### src/rtl/rom_loader_pkg.sv
// rom_loader_pkg: shared types and helpers for the ROM boot loader.
//   REG_W       - register/bus width used for ROM write address and data
//   ld_state_e  - loader state encoding (LD_IDLE, LD_COLLECT, LD_WRITE, LD_DONE)
//   put_byte    - replace one byte lane of a word (lane 0 = bits [7:0])
package rom_loader_pkg;

    localparam int REG_W = 32;

    typedef enum logic [1:0] {
        LD_IDLE    = 2'd0,
        LD_COLLECT = 2'd1,
        LD_WRITE   = 2'd2,
        LD_DONE    = 2'd3
    } ld_state_e;

    function automatic logic [REG_W-1:0] put_byte(
        input logic [REG_W-1:0] w,
        input logic [1:0]       idx,
        input logic [7:0]       b
    );
        logic [REG_W-1:0] r;
        r = w;
        r[{idx, 3'b000} +: 8] = b;
        return r;
    endfunction

endpackage

### src/rtl/rom_ld_timer.sv
// rom_ld_timer: clear/enable idle-cycle counter with terminal count at TIMEOUT-1.
//   clk, rstn - clock, asynchronous active-low reset
//   clr_i     - synchronous clear (takes priority over en_i)
//   en_i      - count enable
//   tc_o      - counter currently equals TIMEOUT-1
module rom_ld_timer #(
    parameter int TIMEOUT = 1024
) (
    input  logic clk,
    input  logic rstn,
    input  logic clr_i,
    input  logic en_i,
    output logic tc_o
);

    localparam int W = (TIMEOUT > 1) ? $clog2(TIMEOUT) : 1;

    logic [W-1:0] cnt_q, cnt_d;

    always_comb cnt_d = clr_i ? '0 : en_i ? cnt_q + W'(1) : cnt_q;

    always_ff @(posedge clk or negedge rstn)
        if (!rstn) cnt_q <= '0;
        else       cnt_q <= cnt_d;

    assign tc_o = (cnt_q == W'(TIMEOUT - 1));

endmodule

### src/rtl/rom_loader.sv
// rom_loader: packs a byte stream into 32-bit words and writes them to the instruction ROM.
//   clk, rstn            - clock, asynchronous active-low reset
//   start                - one-cycle load request, honoured only when idle
//   base_addr, word_cnt  - first word byte address (low 2 bits ignored), number of words
//   byte_valid/byte_data - incoming stream, accepted when byte_ready is high
//   wen, w_addr, w_data  - single-cycle ROM write per assembled word
//   busy                 - load in progress (holds the core in reset)
//   done                 - one-cycle completion pulse
//   err                  - sticky timeout flag, cleared by the next accepted start
module rom_loader
    import rom_loader_pkg::*;
#(
    parameter int LEN_W   = 16,
    parameter int TIMEOUT = 1024
) (
    input  logic             clk,
    input  logic             rstn,
    input  logic             start,
    input  logic [REG_W-1:0] base_addr,
    input  logic [LEN_W-1:0] word_cnt,
    input  logic             byte_valid,
    input  logic [7:0]       byte_data,
    output logic             byte_ready,
    output logic             wen,
    output logic [REG_W-1:0] w_addr,
    output logic [REG_W-1:0] w_data,
    output logic             busy,
    output logic             done,
    output logic             err
);

    ld_state_e        state_q, state_d;
    logic [REG_W-1:0] addr_q, addr_d;
    logic [REG_W-1:0] word_q, word_d;
    logic [LEN_W-1:0] rem_q, rem_d;
    logic [1:0]       idx_q, idx_d;
    logic             err_q, err_d;
    logic             hs, tmr_clr, tmr_tc;

    assign hs = byte_valid && byte_ready;
    // The timer only runs on idle COLLECT cycles; any other state restarts it.
    assign tmr_clr = (state_q != LD_COLLECT) || hs;

    rom_ld_timer #(.TIMEOUT(TIMEOUT)) u_timer (
        .clk   (clk),
        .rstn  (rstn),
        .clr_i (tmr_clr),
        .en_i  (!tmr_clr),
        .tc_o  (tmr_tc)
    );

    always_comb begin
        state_d = state_q;
        addr_d  = addr_q;
        word_d  = word_q;
        rem_d   = rem_q;
        idx_d   = idx_q;
        err_d   = err_q;
        case (state_q)
            LD_IDLE: begin
                if (start) begin
                    err_d = 1'b0;
                    if (word_cnt != '0) begin
                        addr_d  = base_addr & ~REG_W'(3);
                        rem_d   = word_cnt;
                        idx_d   = 2'd0;
                        state_d = LD_COLLECT;
                    end else begin
                        state_d = LD_DONE;
                    end
                end
            end
            LD_COLLECT: begin
                if (hs) begin
                    word_d = put_byte(word_q, idx_q, byte_data);
                    idx_d  = idx_q + 2'd1;
                    if (idx_q == 2'd3) state_d = LD_WRITE;
                end else if (tmr_tc) begin
                    err_d   = 1'b1;
                    word_d  = '0;
                    idx_d   = 2'd0;
                    state_d = LD_IDLE;
                end
            end
            LD_WRITE: begin
                addr_d  = addr_q + REG_W'(4);
                rem_d   = rem_q - LEN_W'(1);
                idx_d   = 2'd0;
                state_d = (rem_q == LEN_W'(1)) ? LD_DONE : LD_COLLECT;
            end
            default: state_d = LD_IDLE;
        endcase
    end

    always_ff @(posedge clk or negedge rstn) begin
        if (!rstn) begin
            state_q <= LD_IDLE;
            addr_q  <= '0;
            word_q  <= '0;
            rem_q   <= '0;
            idx_q   <= '0;
            err_q   <= 1'b0;
        end else begin
            state_q <= state_d;
            addr_q  <= addr_d;
            word_q  <= word_d;
            rem_q   <= rem_d;
            idx_q   <= idx_d;
            err_q   <= err_d;
        end
    end

    // Outputs are decoded from registered state only, so reset clears them at once.
    assign byte_ready = (state_q == LD_COLLECT);
    assign wen        = (state_q == LD_WRITE);
    assign w_addr     = addr_q;
    assign w_data     = word_q;
    assign busy       = (state_q != LD_IDLE);
    assign done       = (state_q == LD_DONE);
    assign err        = err_q;

endmodule
### config.mk
export PLATFORM = sky130hd
export DESIGN_NAME = rom_loader
export DESIGN_NICKNAME = d
export VERILOG_FILES = /design/src/rtl/rom_loader_pkg.sv /design/src/rtl/rom_ld_timer.sv /design/src/rtl/rom_loader.sv
export SDC_FILE = /design/constraint.sdc
export NUM_CORES = 1
export LEC_CHECK = 0
export BUFFER_PORTS_ARGS = -buffer_cell sky130_fd_sc_hd__buf_2
export CORE_MARGIN = 3
export CORE_UTILIZATION = 40
export CTS_CLUSTER_SIZE = 16
export DETAILED_ROUTE_END_ITERATION = 16
export PLACE_DENSITY_LB_ADDON = 0.05
export SKIP_LAST_GASP = 1
export SLEW_MARGIN = 15
export SYNTH_ARGS = -nofsm -noshare
export SYNTH_HDL_FRONTEND = slang
export SYNTH_SLANG_ARGS = --single-unit
### constraint.sdc
create_clock -name clk -period 3.9 [get_ports clk]
set_input_delay 0.39 -clock clk [delete_from_list [all_inputs] [get_ports clk]]
set_output_delay 0.39 -clock clk [all_outputs]
set_load 0.01 [all_outputs]
==> impl_metrics.toml, run 1 <==
[die]
fp-row-count = 40
coreArea_mm2 = 0.0121
die_width_um = 118
initial_standard_cell_utilization_of_the_core = 0.411
die_h_um = 118
ioPinCount = 129
design.die.area_mm2 = 0.0138

[cts]
cts-root-to-sink-buffers = 2
cts_tree = "built"
cts-buffers-inserted = 9
cts_sinks = 93
cts_hold_repair.buffers = 0
cts-resized-gates = 0
worstSkewPairLatency_ns = 0.36
clock_tree.htree_level_count = 3
post_cts_buffers = 0
clk_root_buffer_cell = "sky130_fd_sc_hd__clkbuf_16"
clk_transition_reported_paths_ns = 0.08

[worst_setup_path]
worstPathRequired_ns = 4.15
timing.reg2reg.setup_slack_ns = 1.61
worst-r2r-cell-count = 5
critical_path.endpoint_type = "flop"
rr_startpoint = "w_addr[10]"
crit_arrival_ns = 2.53
worst-path-max-fanout = 15
worstSetupPathType = "reg2reg"
worst_setup_path_start_kind = "flop"
timing.rr.end = "w_addr[23]"

[finish]
sequential_cell_area_mm2 = 0.00233
layout.nets = 714
diodes = 0
area_delta_synth_final_pct = 22.0
area_of_the_multi_input_gates_mm2 = 0.00246
layout-drive-gt1-share = 0.258
num-fill-cells = 1220

[drt]
route.antenna.remaining_nets = 0
dr.pass1.iters = 6
route.final.wire_length_um = 13800
drc = 0
first_iteration_detailed_routing_drc_count = 337
drt-wirelength-per-cell_um = 16.8
via_count = 4645
route.detailed.vias_per_inst = 5.67

[logic_synthesis]
synth_flop_cell = "sky130_fd_sc_hd__dfrtp_1"
synth.cell_area_mm2 = 0.00498
count_of_flip_flops_with_a_built_in_enable_after_synthesis = 0
synth_cell_type_count = 57
synth_area_per_cell_um2 = 9.39
yosys_register_bits = 93
synth-compound-area-share = 0.246
muxShareOfSynthArea = 0.00226
synth_simple_gate_area_share = 0.211
ys_async_sr_fraction = 1.00
synth_top_family_by_area = "compound AO/OA/AOI/OAI gates"
synthCells = 530
yosys_warnings = 0
synthXorXnorAreaFrac = 0.0123
post_synth_fa_ha_maj_area_fraction = 0.0201
synth-seq-area-share = 0.468

[min_path]
min_path_type = "in2async"

[sta]
hold_viol = 0
grt_setup_unrepaired = "false"
post-route-period-util = 0.587
max_clock_freq_mhz = 437
timing.final.crit_period_ns = 2.29
worst_pin_slew_ns = 0.919
final-setup-viol-count = 0
final-max-slew-violation-count = 0
total_negative_setup_slack_ns = 0
slew_hr = 0.382
skew_ns = 0.00840

[grt]
grt.met2_usage = 0.311
first_global_vias = 4458
global_route.usage.met1 = 0.286
globalRouteOverflowTotal = 0
grt_first_pass_wirelength_um = 23000
groute.usage.overall = 0.201
gr-max-usage-layer = "met2"
global_route.usage.met3 = 0.0399
grt_antenna_before_repair = 0
grt_max_degree = 65

[pwr]
power_per_cell_area_mw_per_mm2 = 723
max-vdd-ir-drop_uv = 271
leak_nw = 2.77
total_power_mw = 4.39

[place]
dp_hpwl_um = 9670
port_buffers = 124
gp_congestion = 0.885

[outcome]
run_status = "completed"

[run]
maxCapViolCount = 0
worst max-delay path, cell delays in order, from the launching register on:
cell and delay (ns):
sky130_fd_sc_hd__dfrtp_1 0.52, sky130_fd_sc_hd__nand4_4 0.21, sky130_fd_sc_hd__nor4_4 0.80, sky130_fd_sc_hd__and3_1 0.28, sky130_fd_sc_hd__o21ai_1 0.06, sky130_fd_sc_hd__a221o_1 0.30
synth_stat cells (8+ instances only):
| cell type | instances | share of area |
|---|---|---|
| sky130_fd_sc_hd__a22o_1 | 33 | 0.058 |
| sky130_fd_sc_hd__nand4_1 | 16 | 0.020 |
| sky130_fd_sc_hd__ha_1 | 8 | 0.020 |
| sky130_fd_sc_hd__nor2_1 | 45 | 0.034 |
| sky130_fd_sc_hd__a21oi_1 | 46 | 0.046 |
| sky130_fd_sc_hd__inv_1 | 20 | 0.015 |
| sky130_fd_sc_hd__a31oi_1 | 11 | 0.014 |
| sky130_fd_sc_hd__nand3_1 | 21 | 0.021 |
| sky130_fd_sc_hd__nor4_1 | 9 | 0.011 |
| sky130_fd_sc_hd__buf_2 | 8 | 0.0080 |
| sky130_fd_sc_hd__nand2_1 | 43 | 0.032 |
| sky130_fd_sc_hd__nor3_1 | 10 | 0.010 |
| sky130_fd_sc_hd__o22ai_1 | 8 | 0.010 |
| sky130_fd_sc_hd__clkbuf_1 | 13 | 0.0098 |
| sky130_fd_sc_hd__o21ai_0 | 43 | 0.043 |
| sky130_fd_sc_hd__dfrtp_1 | 93 | 0.47 |
routing by layer:
metal  share of wire  vias to the layer above
li1                -                     2224
met1            0.48                     2279
met2            0.46                      130
met3           0.053                       12
met4           0.014                        0
met5               0                        -
metrics by stage:
| stage | instances | worst slack, ns | utilization | cell area, µm² | hold slack [ns] |
|---|---|---|---|---|---|
| final | 819 | 1.61 | 0.501 | 6070 | 0.134 |
| after global routing | 819 | 1.46 | 0.501 | 6070 | 0.207 |
| after CTS | 819 | 1.62 | 0.501 | 6070 | 0.182 |
| after detailed placement | 803 | 1.34 | 0.475 | 5750 | 0.477 |
| after global placement | 803 | 1.30 | 0.475 | 5750 | 0.473 |
| after floorplan | 531 | 2.11 | - | 4980 | 0.0944 |
where the power goes:
part,total [mW],internal [mW],switching (mW)
combinational,1.66,0.714,0.944
clock,0.957,0.522,0.434
sequential,1.78,1.34,0.439
total,4.39,2.57,1.82
logic make-up after synthesis:
| family | count (synthesis) |
|---|---|
| multiplexers | 1 |
| AO/OA/AOI/OAI | 187 |
| flip-flops | 93 |
| adder cells (fa/ha/maj) | 8 |
| XOR/XNOR | 7 |
| other | 1 |
| buffers and inverters | 47 |
| AND/OR/NAND/NOR | 186 |
cell usage in the layout, fill, tap and decap left out, types with 3 or more instances in the layout:
cell type                   Yosys  layout
sky130_fd_sc_hd__buf_4          3       8
sky130_fd_sc_hd__o211ai_1       6       6
sky130_fd_sc_hd__and3_1         5       5
sky130_fd_sc_hd__nor4_4         5       5
sky130_fd_sc_hd__and2_1         7       7
sky130_fd_sc_hd__inv_1         20      19
sky130_fd_sc_hd__nor4_1         9       9
sky130_fd_sc_hd__o21ai_1        5       5
sky130_fd_sc_hd__dfrtp_1       93      93
sky130_fd_sc_hd__nor2_1        45      45
sky130_fd_sc_hd__a22o_1        33      33
sky130_fd_sc_hd__a31oi_1       11      11
sky130_fd_sc_hd__xor2_1         5       5
sky130_fd_sc_hd__a211oi_1       3       3
sky130_fd_sc_hd__a21oi_1       46      46
sky130_fd_sc_hd__nand4_1       16      16
sky130_fd_sc_hd__nor3_1        10      10
sky130_fd_sc_hd__o21ai_0       43      43
sky130_fd_sc_hd__buf_2          8     123
sky130_fd_sc_hd__nor3b_1        3       3
sky130_fd_sc_hd__a2bb2oi_1      6       6
sky130_fd_sc_hd__nand3_1       21      21
sky130_fd_sc_hd__o22ai_1        8       8
sky130_fd_sc_hd__o22a_1         5       5
sky130_fd_sc_hd__inv_8          0       5
sky130_fd_sc_hd__ha_1           8       8
sky130_fd_sc_hd__o32ai_1        4       4
sky130_fd_sc_hd__clkbuf_16      0       9
sky130_fd_sc_hd__and4_1         3       3
sky130_fd_sc_hd__nand2_1       43      43
flip-flops by register name, indices dropped and copies added, names as in the netlist:
signal         flops
w_addr            30
w_data            32
idx_q              2
err                1
u_timer.cnt_q     10
rem_q             16
state_q            2
layout make-up:
type	count	share of cell area
tap	168	0.0346
timing repair buffer	131	0.111
sequential	93	0.383
multi-input combinational	391	0.406
inverter	20	0.0124
clock inverter	7	0.0157
clock buffer	9	0.0371
worst max path at each step:
stage                       startpoint         end  cells after the start
final                       w_addr[10]  w_addr[23]                      5
after global placement    word_cnt[10]  w_addr[17]                      7
after detailed placement  word_cnt[10]  w_addr[17]                      7
after global routing      word_cnt[10]   w_addr[6]                      7
after floorplan              w_addr[2]  w_addr[24]                      6
after CTS                   w_addr[10]  w_addr[23]                      5
Note: power is estimated with default switching activity, not from simulation.
==> run 2: changes to the inputs <==
--- a/config.mk
+++ b/config.mk
@@ -5,6 +5,7 @@
 export SDC_FILE = /design/constraint.sdc
 export NUM_CORES = 1
 export LEC_CHECK = 0
+export ABC_AREA = 1
 export BUFFER_PORTS_ARGS = -buffer_cell sky130_fd_sc_hd__buf_2
 export CORE_MARGIN = 3
 export CORE_UTILIZATION = 40
==> constraint.sdc (replaced) <==
create_clock -name clk -period 2.36 [get_ports clk]
set_input_delay 0.236 -clock clk [delete_from_list [all_inputs] [get_ports clk]]
set_output_delay 0.236 -clock clk [all_outputs]
set_load 0.01 [all_outputs]
==> run 2 against run 1 <==
Against the previous run: die area rose by 13%; setup slack worse by 1.2 ns; worst hold slack got worse by 0.061 ns; largest cell class unchanged; clock-buffer cell count did not move; largest power group is now combinational logic; cell count up 43%; combinational power increased by 93%; via count is 22% higher; total power is 70% higher; flip-flop and latch count unchanged; non-clock buffer count up 2.
==> impl_metrics.toml, run 2 <==
[outcome]
run_status = "completed"

[worst_setup_path]
crit_arrival_ns = 2.13
worst_path_largest_cell_delay_ns = 0.47
worst_path_max_delay_cell = "sky130_fd_sc_hd__dfrtp_1"
worst-path-max-fanout = 32
worst_path_most_repeated_cell = "sky130_fd_sc_hd__nand2_1"
worstSetupPathType = "reg2reg"
worstPathCellList = "nor2_2 -> nand2_1 -> nor2_1 -> nand3_1 -> nand2_2 -> inv_2 -> nand2_1 -> o21ai_1"
worst_setup_path_start_kind = "flop"
worstPathRequired_ns = 2.58
critical_path.endpoint_type = "flop"

[finish]
finalNonFillerCells = 1170
layout.cells.most_common = "sky130_fd_sc_hd__nand2_1"
most-common-layout-cells = "334 x sky130_fd_sc_hd__nand2_1, 144 x sky130_fd_sc_hd__nor2_1, 123 x sky130_fd_sc_hd__buf_2, 93 x sky130_fd_sc_hd__dfrtp_1, 80 x sky130_fd_sc_hd__inv_1"
diodes = 0
finish.instance_area_mm2 = 0.00680
sequential_cell_area_mm2 = 0.00233
layout-drive-gt1-share = 0.169
largest_register_ffs = 32
area_of_the_multi_input_gates_mm2 = 0.00290
layout.nets = 1057
area_delta_synth_final_pct = 20.3
num-fill-cells = 1424

[cts]
cts-root-to-sink-buffers = 2
cts-resized-gates = 0
cts_tree = "built"
clk_root_buffer_cell = "sky130_fd_sc_hd__clkbuf_16"
clk_transition_reported_paths_ns = 0.07
post_cts_buffers = 0
clock_tree.htree_level_count = 3
cts-buffers-inserted = 9
cts_hold_repair.buffers = 1
cts_sinks = 93
worstSkewPairLatency_ns = 0.36

[logic_synthesis]
synth_cell_type_count = 30
synth_area_per_cell_um2 = 6.52
synth-seq-area-share = 0.412
synth_flop_cell = "sky130_fd_sc_hd__dfrtp_1"
ys_async_sr_fraction = 1.00
synthCells = 866
synth_top_cells_by_area = "sky130_fd_sc_hd__dfrtp_1 41%, sky130_fd_sc_hd__nand2_1 22%, sky130_fd_sc_hd__nor2_1 9.6%"
post-synth-top-count-cell = "sky130_fd_sc_hd__nand2_1"
synth_top_area_cell = "sky130_fd_sc_hd__dfrtp_1"
yosys_register_bits = 93
synth.cell_area_mm2 = 0.00565
post-synth-top-area-fraction = 0.412
yosys_warnings = 0
synth.top_cells.by_count = "334 x sky130_fd_sc_hd__nand2_1, 144 x sky130_fd_sc_hd__nor2_1, 93 x sky130_fd_sc_hd__dfrtp_1"
count_of_flip_flops_with_a_built_in_enable_after_synthesis = 0

[run]
maxCapViolCount = 0

[sta]
grt_setup_unrepaired = "false"
final-max-slew-violation-count = 0
skew_ns = 0.0123
max_clock_freq_mhz = 525
timing.final.crit_period_ns = 1.90
final-setup-viol-count = 0
total_negative_setup_slack_ns = 0
finalWorstSetupSlack_ns = 0.457
slew_hr = 0.621
hold_viol = 0
post-route-period-util = 0.806
worst_pin_slew_ns = 0.567

[pwr]
leak_nw = 3.49
p_clk_frac = 0.197
share_seq_of_total_power = 0.373
max-vdd-ir-drop_uv = 505
internal_power_consumption_mw = 4.04
logic_pwr_share = 0.429
swShare = 0.460
power_per_cell_area_mw_per_mm2 = 1100
switching_pwr_mw = 3.44

[die]
coreArea_mm2 = 0.0135
design.die.area_mm2 = 0.0156
initial_standard_cell_utilization_of_the_core = 0.418
fp-row-count = 42
die_h_um = 125
die_width_um = 125
ioPinCount = 129

[grt]
grt_first_pass_wirelength_um = 26700
grt_max_degree = 74
globalRouteOverflowTotal = 0
grt_antenna_before_repair = 1
first_global_vias = 5453
groute.usage.overall = 0.206

[place]
pre_cts_ws_ns = 0.457
placed_cells = 1153
port_buffers = 124
post_dp_cell_area_mm2 = 0.00649
dp_hpwl_um = 11300
gp_congestion = 0.882

[drt]
route.detailed.vias_per_inst = 4.83
first_iteration_detailed_routing_drc_count = 380
dr.pass1.iters = 6
drc = 0
drt-wirelength-per-cell_um = 13.4
via_count = 5648
route.final.wire_length_um = 15600
route.antenna.remaining_nets = 0

[min_path]
min_path_type = "in2reg"
[run 2: final timing paths]
kind	depth (start not counted)	slack, ns	to	start
max in group asynchronous	3	1.36	w_addr[28]	rstn
worst max register to register	8	0.46	rem_q[0]	state_q[1]
worst min-delay path	2	0.07	err	start
min in group asynchronous	2	0.31	w_addr[3]	rstn
worst max-delay path	8	0.46	rem_q[0]	state_q[1]
worst min register to register	2	0.48	w_data[15]	w_data[15]
[run 2: cell families after synthesis]
logic type / after synthesis / synth area share
fa+ha+maj: 8 / 0.0177
flops: 93 / 0.412
simple gates: 577 / 0.417
compound gates: 77 / 0.0727
other cells: 1 / 0.000664
xor+xnor: 3 / 0.00465
buf+inv: 107 / 0.0751
[run 2: per-layer routing]
| metal | vias to the layer above | track usage | part of all wire |
|---|---|---|---|
| met5 | - | 0 | 0.00083 |
| met1 | 2513 | 0.284 | 0.47 |
| li1 | 2943 | - | - |
| met3 | 21 | 0.0519 | 0.061 |
| met2 | 169 | 0.323 | 0.45 |
| met4 | 2 | 0.0542 | 0.016 |
[run 2: area by class of cell]
class,count,area share
clock buffer,9,0.0331
clock inverter,7,0.0109
inverter,85,0.0470
multi-input combinational,667,0.427
sequential,93,0.342
tap,176,0.0324
timing repair buffer,133,0.108
[run 2: stage by stage]
step                 util  hold WS [ns]  total power [mW]
global route        0.503        0.0796              8.18
detailed placement  0.480         0.141              6.03
CTS                 0.503        0.0551              7.55
finish              0.503        0.0734              7.47
global placement    0.480         0.144              6.01
floorplan               -       -0.0596              4.87
[run 2: power groups by stage]
stage / clock network (mW) / logic (mW) / registers (mW)
2_1_floorplan: 0 / 2.04 / 2.84
3_3_place_gp: 0 / 3.20 / 2.81
3_5_place_dp: 0 / 3.23 / 2.81
4_1_cts: 1.52 / 3.24 / 2.79
5_1_grt: 1.58 / 3.70 / 2.90
6_report: 1.48 / 3.21 / 2.79
[run 2: worst max-delay path, delay by kind of cell, from the launching register on]
family | cells | cell delay (ns)
buffers and inverters | 1 | 0.26
AOI/OAI and AO/OA | 1 | 0.07
DFF | 1 | 0.47
and+or+nand+nor | 6 | 0.96
